===== config.mk =====
export PLATFORM = sky130hd
export DESIGN_NAME = vga_pixel_timing
export DESIGN_NICKNAME = d
export VERILOG_FILES = /design/src/rtl/vga_pixel_timing.sv
export SDC_FILE = /design/constraint.sdc
export NUM_CORES = 1
export LEC_CHECK = 0
export ABC_AREA = 1
export CELL_PAD_IN_SITES_DETAIL_PLACEMENT = 2
export CELL_PAD_IN_SITES_GLOBAL_PLACEMENT = 2
export CORE_MARGIN = 2
export CORE_UTILIZATION = 29
export DETAILED_ROUTE_END_ITERATION = 16
export PLACE_DENSITY_LB_ADDON = 0.1
export SKIP_CTS_REPAIR_TIMING = 1
export SLEW_MARGIN = 30
export SYNTH_ARGS = -nofsm -noshare
export SYNTH_HDL_FRONTEND = slang
export SYNTH_SLANG_ARGS = --single-unit

===== constraint.sdc =====
create_clock -name clk -period 2.1 [get_ports clk]
set_input_delay 0.42 -clock clk [delete_from_list [all_inputs] [get_ports clk]]
set_output_delay 0.42 -clock clk [all_outputs]
set_load 0.05 [all_outputs]

===== src/rtl/vga_pixel_timing.sv =====
// Raster timing generator: 11-bit h/v scan counters with registered sync/blank decode
// and a short clk-rate delay line that keeps sync/blank aligned with downstream RGB.
`timescale 1ns/1ps

module vga_pixel_timing #(
  parameter int unsigned H_ACTIVE   = 640,
  parameter int unsigned H_FP       = 16,
  parameter int unsigned H_SYNC     = 96,
  parameter int unsigned H_BP       = 48,
  parameter int unsigned V_ACTIVE   = 480,
  parameter int unsigned V_FP       = 10,
  parameter int unsigned V_SYNC     = 2,
  parameter int unsigned V_BP       = 33,
  parameter int unsigned PIPE_DELAY = 1
) (
  input  logic        clk,
  input  logic        resetN,
  input  logic        pixelEnable,
  output logic [10:0] pixelX,
  output logic [10:0] pixelY,
  output logic        displayEn,
  output logic        startOfFrame,
  output logic        hSyncN,
  output logic        vSyncN,
  output logic        hSyncN_d,
  output logic        vSyncN_d,
  output logic        blankN_d
);

  localparam logic [10:0] H_LAST     = 11'(H_ACTIVE + H_FP + H_SYNC + H_BP - 1);
  localparam logic [10:0] V_LAST     = 11'(V_ACTIVE + V_FP + V_SYNC + V_BP - 1);
  localparam logic [10:0] H_VIS      = 11'(H_ACTIVE);
  localparam logic [10:0] V_VIS      = 11'(V_ACTIVE);
  localparam logic [10:0] HS_START   = 11'(H_ACTIVE + H_FP);
  localparam logic [10:0] HS_END     = 11'(H_ACTIVE + H_FP + H_SYNC);
  localparam logic [10:0] VS_START   = 11'(V_ACTIVE + V_FP);
  localparam logic [10:0] VS_END     = 11'(V_ACTIVE + V_FP + V_SYNC);

  logic [10:0] h_nxt;
  logic [10:0] v_nxt;

  always_comb begin
    h_nxt = (pixelX == H_LAST) ? '0 : pixelX + 11'd1;
    v_nxt = pixelY;
    if (pixelX == H_LAST)
      v_nxt = (pixelY == V_LAST) ? '0 : pixelY + 11'd1;
  end

  // Decode from the next-state counts so every flag lines up with the pixelX/pixelY it describes.
  always_ff @(posedge clk or negedge resetN) begin
    if (!resetN) begin
      pixelX       <= H_LAST;
      pixelY       <= V_LAST;
      displayEn    <= 1'b0;
      startOfFrame <= 1'b0;
      hSyncN       <= 1'b1;
      vSyncN       <= 1'b1;
    end else if (pixelEnable) begin
      pixelX       <= h_nxt;
      pixelY       <= v_nxt;
      displayEn    <= (h_nxt < H_VIS) && (v_nxt < V_VIS);
      startOfFrame <= (h_nxt == '0) && (v_nxt == '0);
      hSyncN       <= !((h_nxt >= HS_START) && (h_nxt < HS_END));
      vSyncN       <= !((v_nxt >= VS_START) && (v_nxt < VS_END));
    end
  end

  generate
    if (PIPE_DELAY == 0) begin : g_nodelay
      assign hSyncN_d = hSyncN;
      assign vSyncN_d = vSyncN;
      assign blankN_d = displayEn;
    end else begin : g_delay
      // Each stage holds {hSyncN, vSyncN, displayEn}; shifts every clk regardless of pixelEnable.
      logic [2:0] dly_q [PIPE_DELAY];

      always_ff @(posedge clk or negedge resetN) begin
        if (!resetN) begin
          for (int unsigned i = 0; i < PIPE_DELAY; i++)
            dly_q[i] <= 3'b110;
        end else begin
          dly_q[0] <= {hSyncN, vSyncN, displayEn};
          for (int unsigned i = 1; i < PIPE_DELAY; i++)
            dly_q[i] <= dly_q[i-1];
        end
      end

      assign {hSyncN_d, vSyncN_d, blankN_d} = dly_q[PIPE_DELAY-1];
    end
  endgenerate

endmodule


==> results.cfg, run 1 <==
[status]
status = finished clean

[finish]
register_area_sq_um = 743
nFillCells = 852
layout-drive-gt1-share_pct = 22.3
multi_input_area_sq_um = 1210
syn2layout_area_growth_pct = 31.0
fin_nets = 370
antenna_cells = 0
design_area_sq_um = 2720

[synth]
synth-simple-area-share_pct = 45.0
seq_area_frac_synth_pct = 35.8
synth_top_family_by_area = simple AND/OR/NAND/NOR gates
synth_edf_count = 0
syn-num-nets = 327
synth_fa_ha_area_share_pct = 2.41
ys_ff_latch = 29
synth_area_leaders = nand2_1, dfrtp_1, dfstp_2, nand3_1, nor2_1
synth_xor_area_share_pct = 0.844
syn_area_per_cell_sq_um = 6.49
async_flop_share_pct = 100
yosys.area.top_type = nand2_1
yosysMostFrequentCell = nand2_1
ys_types = 28
synth_area_sq_um = 2080
synthesis.instances = 320
synth-main-ff-cell = dfrtp_1
yosys-top-cells-count = nand2_1, nor2_1, inv_1, nand3_1, o21ai_0
synthMuxAreaShare_pct = 0
yosysWarnings = 0
synth_compound_area_share_pct = 6.87
synth_top_area_share_pct = 20.8

[critical_path]
r2r_start = pixelX[1]
rr_endpoint = vSyncN
crit_path_top_delay_cell = clkdlybuf4s50_1
crit_path_start_kind = flip-flop
cpPeakStageDelay_ns = 0.85
path_cells = clkdlybuf4s50_1
rr_worst_depth = 11
ff2ff_setup_slack_ns = 0.13
crit_arrival_ns = 1.61
required_ns = 1.68
crit_fanout = 6
worstSetupPathType = flip-flop to primary output
critical_path_buf_inv_count = 1
crit_start = pixelY[1]
cpLargestDelayFamily = buffers and inverters
endpoint_kind = primary output

[grt]
grt_max_degree = 33
grt_first_pass_wirelength_microns = 12500
first_global_vias = 2427
grt_antenna_before_repair = 0
groute.usage.overall_pct = 20.9
overflow = 0

[power]
ir_drop_mv = 0.256
powerDensity_nw_per_um2 = 1040
cellLeakagePower_nw = 1.31

[drt]
detail-route-antenna-nets = 0
met3_length_microns = 130
first_iter_violations = 45
wirelength_microns = 7600
viasPerCell = 4.92
met1Wirelength_microns = 3400
vias = 2261
met2_wirelength_microns = 3950
highest_layer = met4
wire_per_inst_microns = 16.5
drtPass1Iterations = 4
route.detailed.drc = 0

[clock_network]
numClockSinks = 29
cts_tree = built
cts.htree.levels = 2
clk_latency_ns = 0.29
path_clk_slew_ns = 0.07
cts_max_path_buffers = 2
cts_buffers = 5
cts-root-buf = clkbuf_8

[floorplan]
die_h_microns = 88.6
die_w_microns = 88.6
num_rows = 30
core_area_sq_um = 6870
die_area_sq_um = 7850
start_util_pct = 30.2
boundaryPins = 32

[sta]
setup_viol = 0
fin_crit_ns = 2.03
finalHoldViolCount = 0
maxSlewViolCount = 0
finalClockSkew_ns = 0.00783
slew_headroom_pct = 65.6
worst_pin_slew_ns = 0.516
finalCritPeriodShare_pct = 96.8
timing.fmax_ghz = 0.492
timing.final.ws_setup_ns = 0.0673

[placement]
hpwlAfterDp_microns = 5640
port_buffers = 31
place_congestion = 0.795
dpl_worst_slack_ns = 0.0117
dpl_cell_area_sq_um = 2490

[run]
drv_cap = 0

[worst_hold_path]
worstHoldStart = vSyncN
min_to = g_delay.dly_q[1]
holdPathStages = 0
hp-class = flip-flop to flip-flop
state kept, by name, summed over array words and instances, names as in the netlist:
name	count
pixelX	11
g_delay.dly_q	3
hSyncN	1
startOfFrame	1
pixelY	11
vSyncN	1
displayEn	1
cell families after synthesis:
kind of cell               Yosys count
AOI/OAI and AO/OA                   27
DFF                                 29
xor gates and xnor gates             2
adders and majority gates            4
buffers and inverters               43
and+or+nand+nor                    215
metal layers:
| layer | up-vias | global-route usage, % |
|---|---|---|
| met4 | 0 | 6.75 |
| met3 | 9 | 2.33 |
| li1 | 1093 | - |
| met2 | 32 | 37.8 |
| met1 | 1127 | 26.0 |
| met5 | - | 0 |
worst max path at each step:
| stage | endpoint | cells past startpoint |
|---|---|---|
| 2_1_floorplan | displayEn | 9 |
| 3_3_place_gp | startOfFrame | 11 |
| 3_5_place_dp | vSyncN | 12 |
| 4_1_cts | vSyncN | 12 |
| 5_1_grt | vSyncN | 11 |
| 6_report | pixelY[1] | 1 |
layout by cell type, fill, tap and decap left out, types with 10 or more instances in the layout:
cell	Yosys	layout
nor2_1	42	38
o21ai_0	20	20
clkdlybuf4s50_1	0	10
nand2_1	115	107
nand2_2	4	12
inv_1	34	34
nand3_1	34	33
buf_4	2	28
dfrtp_1	15	15
dfstp_2	14	14
cell type report:
type | instances | area share [%]
clock buffer | 7 | 3.17
clock inverter | 1 | 1.10
inverter | 35 | 4.83
multi-input combinational | 248 | 44.4
sequential | 29 | 27.3
tap | 96 | 4.42
timing repair buffer | 44 | 14.7
metrics by stage:
stage               hold WS, ns  setup TNS [ns]  power (W)  instances  util, %
CTS                       0.376         -0.0741    0.00279        456     37.9
global placement          0.362               0    0.00211        448     36.2
floorplan                 0.124               0    0.00172        320        -
global route              0.382         -0.0366    0.00302        460     39.6
detailed placement        0.365               0    0.00215        448     36.2
finish                    0.374               0    0.00282        460     39.6
report_power, final:
part	internal, W	total [W]	switching (W)	leakage [nW]
registers	0.000707	0.000916	0.000210	0.343
clock network	0.000387	0.000625	0.000238	0.0585
logic	0.000391	0.00128	0.000886	0.905
total	0.00148	0.00282	0.00133	1.31
Power figures use the tool's default switching activity.
==> inputs of run 2 (changes only) <==
CORE_MARGIN = not set   (was 2)
CORE_UTILIZATION = 31   (was 29)
SLEW_MARGIN = 10   (was 30)
clock period = 2.49 ns   (was 2.1 ns; I/O delays follow)
==> results.cfg, run 2 (synthesis results as in run 1) <==
[placement]
dp.cells = 424
hpwlAfterDp_microns = 5600
dpl_worst_slack_ns = 0.195
place_congestion = 0.853
port_buffers = 31

[sta]
tns_ns = 0
fin_crit_ns = 2.27
finalHoldViolCount = 0
maxSlewViolCount = 0
timing.final.ws_setup_ns = 0.222
finalClockSkew_ns = 0.00731
rsz0062_at_grt = no
setup_viol = 0
finalCritPeriodShare_pct = 91.1
timing.fmax_ghz = 0.441
worst_pin_slew_ns = 0.525
slew_headroom_pct = 64.9

[drt]
detail-route-antenna-nets = 0
vias = 2221
viasPerCell = 5.14
first_iter_violations = 48
drtPass1Iterations = 4
route.detailed.drc = 0
wire_per_inst_microns = 17.1
wirelength_microns = 7390

[critical_path]
crit_path_start_kind = flip-flop
cpLargestDelayFamily = simple AND/OR/NAND/NOR gates
rr_endpoint = vSyncN
ff2ff_setup_slack_ns = 0.22
crit_arrival_ns = 2.49
r2r_start = pixelX[0]
required_ns = 2.71
path_cells = ha_1, nand2_1, nor2_4, nand3_2, nor2_4, nand3_1, nand2_1, nand2_1, nor2_1, nand3_1, nand2_1, inv_1
worstSetupPathType = flip-flop to flip-flop
rr_worst_depth = 12
endpoint_kind = flip-flop
critical_path_buf_inv_count = 1
path_common_cell = nand2_1
crit_path_top_delay_cell = dfstp_2
crit_fanout = 7
cpPeakStageDelay_ns = 0.60
crit_start = pixelX[0]

[grt]
first_global_vias = 2369
met1_usage_pct = 28.2
groute.usage.overall_pct = 22.8
grt_max_degree = 30
grt_use_met2_pct = 41.0
busiest_layer = met2
grt_antenna_before_repair = 0
overflow = 0
grt_first_pass_wirelength_microns = 12300
grtUsageMet3_pct = 3.96

[floorplan]
num_rows = 29
start_util_pct = 32.3
die_area_sq_um = 7030
die_w_microns = 83.8
core_area_sq_um = 6420
die_h_microns = 83.8
boundaryPins = 32

[power]
ir_drop_mv = 0.332
seq_power_share_pct = 35.5
cellLeakagePower_nw = 1.16
swShare_pct = 50.0
p_int_w = 0.00110
powerDensity_nw_per_um2 = 866
p_comb_share_pct = 46.7
p_sw_w = 0.00110
p_clk_share_pct = 17.9

[status]
status = finished clean

[worst_hold_path]
holdPathStages = 0
worstHoldStart = vSyncN
hp-class = flip-flop to flip-flop
min_to = g_delay.dly_q[1]

[finish]
instances_no_fill = 432
layout-drive-gt1-share_pct = 11.3
multi_input_area_sq_um = 1150
nFillCells = 788
reg.largest.list = pixelX: 11 flops, pixelY: 11 flops, g_delay.dly_q: 3 flops
syn2layout_area_growth_pct = 22.5
register_area_sq_um = 743
final_cell_mix = nand2_1, nor2_1, inv_1, nand3_1, clkdlybuf4s50_1
fin_nets = 361
antenna_cells = 0
final_common_cell = nand2_1

[clock_network]
cts_buffers = 5
cts_tree = built
clk_latency_ns = 0.28
cts.htree.levels = 2
numClockSinks = 29
cts_max_path_buffers = 2
path_clk_slew_ns = 0.07
cts-root-buf = clkbuf_8

[run]
drv_cap = 0
## run 2: cell count changes in the layout (fill, tap and decap cells not counted), sizes merged
cell / change
buf: -26
bufinv: -1
clkbuf: -1
clkdlybuf4s50: +21
clkinv: +2
dlymetal6s2s: -4
## run 2: layout make-up
type                       instances  share of cell area, %
tap                               77                   3.79
clock inverter                     2                  0.394
timing repair buffer              35                   13.4
multi-input combinational        248                   45.2
inverter                          35                   5.16
sequential                        29                   29.2
clock buffer                       6                   2.85
## run 2: worst reg2reg max path: cells and delay by family, from the launching register on
| kind | cells | cell delay [ns] |
|---|---|---|
| flops | 1 | 0.60 |
| buf+inv | 1 | 0.03 |
| simple gates | 10 | 1.28 |
| fa+ha+maj | 1 | 0.29 |
## run 2: metrics by stage
stage / utilization, % / area (sq um) / hold WS (ns) / total power (W)
2_1_floorplan: - / 2080 / 0.202 / 0.00145
3_3_place_gp: 38.2 / 2460 / 0.366 / 0.00179
3_5_place_dp: 38.2 / 2460 / 0.365 / 0.00181
4_1_cts: 39.5 / 2540 / 0.377 / 0.00224
5_1_grt: 39.6 / 2540 / 0.383 / 0.00235
6_report: 39.6 / 2540 / 0.376 / 0.00220
## run 2: metal layers
layer,vias up,wire [microns]
met1,1109,3400
li1,1076,-
met2,28,3770
met4,0,86
met3,8,138
met5,-,0
## run 2: worst max path at each step
| stage | slack [ns] | cells past startpoint | endpoint |
|---|---|---|---|
| global placement | 0.28 | 10 | vSyncN |
| finish | 0.22 | 12 | vSyncN |
| CTS | 0.14 | 10 | vSyncN |
| detailed placement | 0.20 | 10 | vSyncN |
| global route | 0.08 | 11 | startOfFrame |
| floorplan | 0.47 | 9 | displayEn |
## run 2: power by group through the flow
stage	Combinational (W)	Clock [W]	Sequential (W)
global placement	0.00101	0	0.000784
global route	0.00111	0.000436	0.000804
finish	0.00103	0.000394	0.000782
detailed placement	0.00103	0	0.000787
CTS	0.00104	0.000413	0.000782
floorplan	0.000416	0	0.00104
==> inputs of run 3 (changes only) <==
CORE_MARGIN = 2   (was not set)
==> results.cfg, run 3 (synthesis results as in run 1) <==
[status]
status = finished clean

[power]
p_total_w = 0.00232
powerDensity_nw_per_um2 = 902
cellLeakagePower_nw = 1.17
ir_drop_mv = 0.311

[finish]
layout-drive-gt1-share_pct = 11.0
syn2layout_area_growth_pct = 23.8
nFillCells = 801
fin_nets = 360
antenna_cells = 0
final_util_pct = 40.0
final_common_cell = nand2_1
final_cell_mix = nand2_1, nor2_1, inv_1, nand3_1, clkdlybuf4s50_1
reg.largest.list = pixelX: 11 flops, pixelY: 11 flops, g_delay.dly_q: 3 flops

[sta]
rsz0062_at_grt = no
slew_headroom_pct = 65.6
timing.fmax_ghz = 0.444
finalCritPeriodShare_pct = 90.4
finalClockSkew_ns = 0.00609
fin_crit_ns = 2.25
worst_pin_slew_ns = 0.514
maxSlewViolCount = 0
finalHoldViolCount = 0
setup_viol = 0
tns_ns = 0
whs_ns = 0.375

[critical_path]
endpoint_kind = primary output
ff2ff_setup_slack_ns = 0.32
rr_endpoint = vSyncN
crit_start = pixelY[2]
rr_worst_depth = 12
crit_fanout = 10
crit_path_start_kind = flip-flop
cp.depth = 1
path_cells = clkdlybuf4s50_1
endpoint = pixelY[2]
cpLargestDelayFamily = buffers and inverters
cpPeakStageDelay_ns = 0.83
crit_path_top_delay_cell = clkdlybuf4s50_1
required_ns = 1.99
crit_arrival_ns = 1.75
r2r_start = pixelX[0]
worstSetupPathType = flip-flop to primary output
critical_path_buf_inv_count = 1

[grt]
grt_antenna_before_repair = 0
first_global_vias = 2517
grt_first_pass_wirelength_microns = 12600
grt_max_degree = 33
groute.usage.overall_pct = 21.9
overflow = 0

[clock_network]
cts-root-buf = clkbuf_8
path_clk_slew_ns = 0.07
cts_max_path_buffers = 2
numClockSinks = 29
cts_buffers = 5
clk_latency_ns = 0.28
cts.htree.levels = 2
cts_tree = built

[worst_hold_path]
hp-class = flip-flop to flip-flop
worstHoldStart = hSyncN

[drt]
drtPass1Iterations = 4
viasPerCell = 5.13
route.detailed.drc = 0
vias = 2212
wire_per_inst_microns = 17.1
detail-route-antenna-nets = 0
wirelength_microns = 7370
first_iter_violations = 83

[floorplan]
core_area_sq_um = 6420
die_area_sq_um = 7370
die_w_microns = 85.8
die_h_microns = 85.8
start_util_pct = 32.3
boundaryPins = 32
num_rows = 29

[placement]
place_congestion = 0.822
hpwlAfterDp_microns = 5670
port_buffers = 31

[run]
drv_cap = 0
## run 3: cell count changes in the layout (fill, tap and decap cells not counted)
cell	delta
bufinv_16	+1
clkbuf_8	+1
clkinv_2	-2
buf_4	-1
## run 3: power by group
group          total, W  leakage (nW)  switching (W)  internal (W)
clock          0.000512        0.0585       0.000186      0.000326
combinational   0.00103         0.769       0.000717      0.000310
sequential     0.000779         0.343       0.000183      0.000596
total           0.00232          1.17        0.00109       0.00123
## run 3: through the flow
| stage | instances | instance area, sq um | setup slack [ns] |
|---|---|---|---|
| floorplan | 320 | 2080 | 0.471 |
| finish | 431 | 2570 | 0.239 |
| CTS | 431 | 2560 | 0.167 |
| global placement | 423 | 2450 | 0.292 |
| detailed placement | 423 | 2450 | 0.190 |
| global route | 431 | 2570 | 0.0368 |
## run 3: area by class of cell
class	count	area (sq um)	share of cell area [%]
multi-input combinational	248	1150	44.7
sequential	29	743	28.9
inverter	35	131	5.11
clock buffer	7	86.3	3.36
clock inverter	1	30.0	1.17
tap	77	96.3	3.75
timing repair buffer	34	333	13.0
## run 3: worst min-delay path by stage
stage	depth (start not counted)	to	slack (ns)
finish	0	g_delay.dly_q[2]	0.38
global route	0	g_delay.dly_q[1]	0.38
CTS	0	g_delay.dly_q[1]	0.38
detailed placement	0	g_delay.dly_q[1]	0.37
global placement	0	g_delay.dly_q[2]	0.37
floorplan	0	displayEn	0.20
## run 3: routing by layer
metal	share of wire [%]	track usage, %	vias to the layer above
li1	-	-	1076
met1	47	28.2	1097
met2	50	39.3	33
met3	1.7	2.12	6
met4	1.2	5.34	0
met5	0	0	-
